[src/rtl/bcd_countdown_timer.sv]
// Two-digit BCD countdown timer with prescaler, run/pause FSM,
// terminal-count pulse and active-low seven-segment outputs.
module bcd_countdown_timer #(
    parameter int TICK_DIV = 50_000_000
) (
    input  logic       clk,
    input  logic       clear,
    input  logic       load,
    input  logic [7:0] load_val,
    input  logic       start,
    input  logic       pause,
    output logic [7:0] count,
    output logic       busy,
    output logic       done,
    output logic [6:0] hex0,
    output logic [6:0] hex1
);

    localparam int PW = $clog2(TICK_DIV);
    localparam logic [PW-1:0] PRE_LAST = PW'(TICK_DIV - 1);

    typedef enum logic [1:0] {
        IDLE   = 2'd0,
        RUN    = 2'd1,
        PAUSED = 2'd2,
        DONE   = 2'd3
    } state_t;

    state_t          state_q, state_d;
    logic [7:0]      cnt_q, cnt_d;
    logic [PW-1:0]   pre_q, pre_d;
    logic            done_q, done_d;

    function automatic logic [3:0] sat_digit(input logic [3:0] d);
        return (d > 4'd9) ? 4'd9 : d;
    endfunction

    function automatic logic [7:0] bcd_dec(input logic [7:0] v);
        logic [7:0] r;
        if (v[3:0] == 4'd0) begin
            r[3:0] = 4'd9;
            r[7:4] = v[7:4] - 4'd1;
        end else begin
            r[3:0] = v[3:0] - 4'd1;
            r[7:4] = v[7:4];
        end
        return r;
    endfunction

    function automatic logic [6:0] seg7(input logic [3:0] d);
        logic [6:0] s;
        unique case (d)
            4'd0:    s = 7'h40;
            4'd1:    s = 7'h79;
            4'd2:    s = 7'h24;
            4'd3:    s = 7'h30;
            4'd4:    s = 7'h19;
            4'd5:    s = 7'h12;
            4'd6:    s = 7'h02;
            4'd7:    s = 7'h78;
            4'd8:    s = 7'h00;
            4'd9:    s = 7'h10;
            default: s = 7'h7F;
        endcase
        return s;
    endfunction

    always_ff @(posedge clk or posedge clear) begin
        if (clear) begin
            state_q <= IDLE;
            cnt_q   <= 8'h00;
            pre_q   <= '0;
            done_q  <= 1'b0;
        end else begin
            state_q <= state_d;
            cnt_q   <= cnt_d;
            pre_q   <= pre_d;
            done_q  <= done_d;
        end
    end

    always_comb begin
        state_d = state_q;
        cnt_d   = cnt_q;
        pre_d   = pre_q;
        done_d  = 1'b0;
        if (load) begin
            cnt_d   = {sat_digit(load_val[7:4]), sat_digit(load_val[3:0])};
            pre_d   = '0;
            state_d = IDLE;
        end else if (pause) begin
            // Pause swallows any same-cycle step; prescaler stays frozen.
            if (state_q == RUN) begin
                state_d = PAUSED;
            end
        end else if (start && state_q == IDLE) begin
            if (cnt_q != 8'h00) begin
                state_d = RUN;
                pre_d   = '0;
            end
        end else if (start && state_q == PAUSED) begin
            state_d = RUN;
        end else if (state_q == RUN) begin
            if (pre_q == PRE_LAST) begin
                pre_d = '0;
                cnt_d = bcd_dec(cnt_q);
                if (cnt_q == 8'h01) begin
                    state_d = DONE;
                    done_d  = 1'b1;
                end
            end else begin
                pre_d = pre_q + 1'b1;
            end
        end
    end

    assign count = cnt_q;
    assign busy  = (state_q == RUN) || (state_q == PAUSED);
    assign done  = done_q;
    assign hex0  = seg7(cnt_q[3:0]);
    assign hex1  = seg7(cnt_q[7:4]);

endmodule

[config.mk]
export PLATFORM = sky130hd
export DESIGN_NAME = bcd_countdown_timer
export DESIGN_NICKNAME = d
export VERILOG_FILES = /design/src/rtl/bcd_countdown_timer.sv
export SDC_FILE = /design/constraint.sdc
export NUM_CORES = 1
export LEC_CHECK = 0
export ABC_CLOCK_PERIOD_IN_PS = 3300
export CORE_ASPECT_RATIO = 2
export CORE_MARGIN = 1.5
export CORE_UTILIZATION = 25
export DETAILED_ROUTE_END_ITERATION = 10
export DONT_BUFFER_PORTS = 1
export SYNTH_ARGS = -nofsm -noshare
export SYNTH_HDL_FRONTEND = slang
export SYNTH_SLANG_ARGS = --single-unit
[constraint.sdc]
create_clock -name clk -period 3.3 [get_ports clk]
set_input_delay 0.495 -clock clk [delete_from_list [all_inputs] [get_ports clk]]
set_output_delay 0.495 -clock clk [all_outputs]
set_load 0.1 [all_outputs]
==> impl_metrics.json, run 1 <==
{
  "status": "complete, no violations",
  "drtAntennaViolNets": 0,
  "finalCritPeriodShare_pct": 86.1,
  "setup_violations": 0,
  "peakVddDrop_mv": 0.179,
  "switching_share_pct": 41.5,
  "die_h_um": 152,
  "clockPowerShare_pct": 31.6,
  "p_per_area_nw_per_um2": 460,
  "max_stage_delay_ps": 600,
  "post-cts-setup-buffers": 0,
  "clk-insertion-delay-late_ps": 290,
  "p_seq_share_pct": 31.7,
  "critical_path.slowest_cell": "nor2_1",
  "synth_flop_cell": "dfrtp_1",
  "cp.arrival_ps": 2990,
  "cts_resized": 0,
  "grt_usage_pct": 13.4,
  "timing.fmax_mhz": 352,
  "place_inst": 478,
  "max_slew_margin_pct": 40.9,
  "synth_edf_count": 0,
  "syn_to_final_growth_pct": 18.2,
  "final_cells": 485,
  "synth_area_per_cell_um2": 8.58,
  "io_buffers": 0,
  "io_pins": 37,
  "grt_max_degree": 38,
  "worst-setup-path-type": "reg2reg",
  "cts_max_level": 2,
  "core_um2": 10900,
  "gp_congestion": 0.819,
  "drive_gt1_share_pct": 20.0,
  "crit_chain": "inv_1, ha_1, a21boi_0, o22ai_1, buf_4, nor2_1, nand2_1, o311ai_0",
  "grt_pass1_vias": 2586,
  "cts_tree": "yes",
  "viasPerCell": 5.25,
  "rsz0062_at_grt": "false",
  "yosysSeqAreaShare_pct": 33.3,
  "gr-total-overflow": 0,
  "drt_first_iter_violations": 93,
  "nets": 372,
  "regToRegStartpoint": "state_q[1]",
  "hold_buffers": 0,
  "fin_ws_ps": 460,
  "yosysUniqueCellTypes": 66,
  "cp.required_ps": 3450,
  "drt-total-wl_um": 7500,
  "placed_area_um2": 3140,
  "fin_skew_ps": 6.42,
  "die_w_um": 77.6,
  "slew_violations": 0,
  "synth_area_um2": 2780,
  "final_cell_mix": "39 x nand2_1, 37 x dfrtp_1, 28 x buf_4",
  "cts_buffers": 5,
  "initial_core_util_pct": 25.6,
  "mostFrequentLayoutCell": "nand2_1",
  "tightest_slew_ps": 888,
  "critPathLaunchType": "register",
  "hold_class": "in2async",
  "syn-num-nets": 351,
  "drv_cap": 0,
  "first_pass_iters": 4,
  "antenna_found_initial": 0,
  "vias": 2545,
  "cts_max_path_buffers": 2,
  "leakagePower_nw": 1.37,
  "yosys_warnings": 0,
  "async_flop_share_pct": 100,
  "endpoint_kind": "register",
  "hpwl_um": 5720,
  "routedWlPerCell_um": 15.5,
  "num_rows": 54,
  "die_area_um2": 11800,
  "cts_root_buf": "clkbuf_16",
  "ff2ff_path_depth": 8,
  "dpl_worst_slack_ps": 431,
  "internal-power_w": 0.000884,
  "postSynthCellCount": 324,
  "drc": 0,
  "design_area_um2": 3290,
  "power.share.combinational_pct": 36.8,
  "clkSinkCount": 37,
  "clk_pin_slew_worst_paths_ps": 60,
  "p_total_w": 0.00151,
  "p_switching_w": 0.000626,
  "antennaDiodeCount": 0,
  "path_max_fanout": 11,
  "r2r_end": "pre_q[8]",
  "reg2reg_slack_ps": 460,
  "ys_ff_latch": 37,
  "grt_pass1_wl_um": 12500,
  "hold_violations": 0,
  "fin_crit_ps": 2840
}
state kept, by name, indices dropped and copies added, names as in the netlist:
| signal | count |
|---|---|
| count | 8 |
| done | 1 |
| pre_q | 26 |
| state_q | 2 |
worst max path at each step:
stage | cells past startpoint | to | startpoint
final | 8 | pre_q[8] | state_q[1]
after global routing | 8 | pre_q[8] | state_q[1]
after CTS | 8 | pre_q[8] | state_q[1]
after detailed placement | 8 | pre_q[8] | state_q[1]
after global placement | 8 | pre_q[14] | state_q[1]
after floorplan | 4 | hex0[4] | count[1]
cell usage after synthesis (6+ instances only):
library cell	n	share of area [%]
and3_1	7	1.6
o21ai_0	17	3.1
dfrtp_1	37	33
inv_1	18	2.4
ha_1	14	6.3
nor2_1	22	3.0
o21ai_1	7	1.3
nand2_1	39	5.3
a31oi_1	11	2.5
a21oi_1	18	3.2
nand3_1	18	3.2
nor3_1	6	1.1
final cells by class:
class                      count  area, um^2
fill                        1130        7590
clock buffer                   7         143
multi-input combinational    255        1760
sequential                    37         926
tap                          140         175
timing repair buffer          28         210
inverter                      18        67.6
critical path, delay by kind of cell, from the launching register on:
family / cells / cell delay [ps]
simple gates: 2 / 980
compound gates: 3 / 800
flops: 1 / 410
buf+inv: 2 / 280
fa+ha+maj: 1 / 240
metrics by stage:
| stage | TNS [ps] | hold WS, ps | utilization [%] |
|---|---|---|---|
| 2_1_floorplan | -294 | 480 | - |
| 6_report | 0 | 209 | 30.2 |
| 4_1_cts | 0 | 233 | 30.2 |
| 3_5_place_dp | 0 | 514 | 28.9 |
| 5_1_grt | 0 | 271 | 30.2 |
| 3_3_place_gp | 0 | 502 | 28.9 |
power by group through the flow:
stage,sequential (W),combinational [W],clock [W]
global placement,0.000486,0.000553,0
detailed placement,0.000486,0.000558,0
floorplan,0.000550,0.000384,0
finish,0.000478,0.000555,0.000477
global route,0.000480,0.000586,0.000508
CTS,0.000478,0.000559,0.000493
metal layers:
metal | GRT usage (%) | vias up | wire length (um)
met2 | 25.6 | 41 | 4310
met5 | 0 | - | 0
met1 | 12.8 | 1255 | 2730
met3 | 2.87 | 11 | 233
met4 | 7.19 | 0 | 227
li1 | - | 1238 | -
cell families after synthesis:
kind of cell    after synthesis  synth area share [%]
compound gates               85                  19.8
simple gates                147                  32.1
mux                           6                  2.30
fa+ha+maj                    14                  6.30
xor+xnor                      3                 0.945
flops                        37                  33.3
buf+inv                      32                  5.31
Note: power is estimated with default switching activity, not from simulation.
==> run 2: changes to the inputs <==
==> constraint.sdc (replaced) <==
create_clock -name clk -period 3.3 [get_ports clk]
set_input_delay 0.66 -clock clk [delete_from_list [all_inputs] [get_ports clk]]
set_output_delay 0.66 -clock clk [all_outputs]
set_load 0.1 [all_outputs]
==> run 2 against run 1 <==
Via count increased by 1.1%. Critical path depth down 1. Design area rose by 1.4%. Hold slack improved by 170 ps. Wire length up 3.7%. Setup slack better by 120 ps. Sequential cell count stayed put. Global-route usage grew 0.37 points. Die area did not move. First-iteration DRC count rose by 31%. Total power rose by 1.5%. Largest power group unchanged. Highest routed layer unchanged.
==> impl_metrics.json, run 2 (same netlist as run 1, synthesis figures left out) <==
{
  "vias": 2572,
  "internal-power_w": 0.000905,
  "die_h_um": 152,
  "p_seq_share_pct": 31.6,
  "fin_ws_ps": 579,
  "syn_to_final_growth_pct": 19.9,
  "drtAntennaViolNets": 0,
  "switching_share_pct": 40.9,
  "hold_buffers": 0,
  "dpl_worst_slack_ps": 621,
  "post-cts-setup-buffers": 0,
  "tightest_slew_ps": 889,
  "p_total_w": 0.00153,
  "drive_gt1_share_pct": 19.5,
  "endpoint_kind": "register",
  "p_switching_w": 0.000627,
  "final_cell_mix": "39 x nand2_1, 37 x dfrtp_1, 21 x buf_4",
  "largest_register_ffs": 26,
  "hpwl_um": 6040,
  "cts_buffers": 5,
  "cts_max_level": 2,
  "viasPerCell": 5.33,
  "clk_pin_slew_worst_paths_ps": 60,
  "antenna_found_initial": 0,
  "worst-setup-path-type": "reg2reg",
  "clkSinkCount": 37,
  "grt_usage_pct": 13.7,
  "power.share.combinational_pct": 37.4,
  "fin_crit_ps": 2720,
  "status": "complete, no violations",
  "cts_root_buf": "clkbuf_16",
  "num_rows": 54,
  "routedWlPerCell_um": 16.1,
  "nets": 370,
  "antennaDiodeCount": 0,
  "clockPowerShare_pct": 31.1,
  "p_per_area_nw_per_um2": 460,
  "initial_core_util_pct": 25.6,
  "drc": 0,
  "critPathLaunchType": "register",
  "slew_violations": 0,
  "cts_resized": 0,
  "drt_first_iter_violations": 122,
  "first_pass_iters": 4,
  "die_w_um": 77.6,
  "setup_violations": 0,
  "hold_violations": 0,
  "gp_congestion": 0.862,
  "timing.fmax_mhz": 368,
  "hold_class": "in2async",
  "max_slew_margin_pct": 40.8,
  "cts_tree": "yes",
  "core_um2": 10900,
  "mostFrequentLayoutCell": "nand2_1",
  "clk-insertion-delay-late_ps": 280,
  "regMostFlops": "pre_q",
  "cp.arrival_ps": 2880,
  "peakVddDrop_mv": 0.196,
  "drv_cap": 0,
  "cts_max_path_buffers": 2,
  "placed_area_um2": 3190,
  "grt_pass1_vias": 2502,
  "design_area_um2": 3330,
  "leakagePower_nw": 1.38,
  "grt_pass1_wl_um": 12600,
  "die_area_um2": 11800,
  "cp.required_ps": 3460,
  "io_pins": 37,
  "fin_skew_ps": 3.61,
  "grt_max_degree": 38,
  "drt-total-wl_um": 7770,
  "gr-total-overflow": 0,
  "path_max_fanout": 11,
  "rsz0062_at_grt": "false",
  "finalCritPeriodShare_pct": 82.4,
  "io_buffers": 0
}
## run 2: final timing paths
| check | startpoint | endpoint | slack [ps] | cells after the start |
|---|---|---|---|---|
| worst min register to register | pre_q[1] | pre_q[1] | 520 | 2 |
| max in group asynchronous | clear | count[1] | 2570 | 2 |
| worst max-delay path | count[0] | pre_q[14] | 580 | 7 |
| worst min-delay path | clear | pre_q[23] | 380 | 2 |
| worst max register to register | count[0] | pre_q[14] | 580 | 7 |
| min in group clk | load | count[5] | 470 | 1 |
## run 2: worst max-delay path, stage by stage, from the launching register on
cell      delay, ps
dfrtp_1         500
inv_1           120
ha_1            270
or3b_4          310
nor4_4           70
nor2_1          530
nand2_1         350
o311ai_0        430
## run 2: power groups by stage
stage	logic (W)	clock network [W]	registers (W)
after floorplan	0.000387	0	0.000550
after global placement	0.000571	0	0.000491
after detailed placement	0.000576	0	0.000492
after CTS	0.000577	0.000489	0.000484
after global routing	0.000602	0.000510	0.000486
final	0.000573	0.000476	0.000484
## run 2: stage by stage
stage	instances	util (%)	setup TNS (ps)	hold WS, ps
2_1_floorplan	324	-	-542	480
3_3_place_gp	476	29.3	0	501
3_5_place_dp	476	29.3	0	516
4_1_cts	483	30.6	0	400
5_1_grt	483	30.6	0	416
6_report	483	30.6	0	377
## run 2: metal layers
| metal | GRT usage, % | wire length [um] | up-vias |
|---|---|---|---|
| met1 | 12.3 | 2700 | 1242 |
| met2 | 27.4 | 4500 | 65 |
| met4 | 8.05 | 342 | 0 |
| li1 | - | - | 1246 |
| met5 | 0 | 0 | - |
| met3 | 2.34 | 230 | 19 |
## run 2: final cells by class
type,count,area [um^2]
well taps,140,175
fillers,1130,7540
repair buffers,26,258
inverters,18,67.6
multi-input cells,255,1760
clock buffers,7,143
flip-flops and latches,37,926
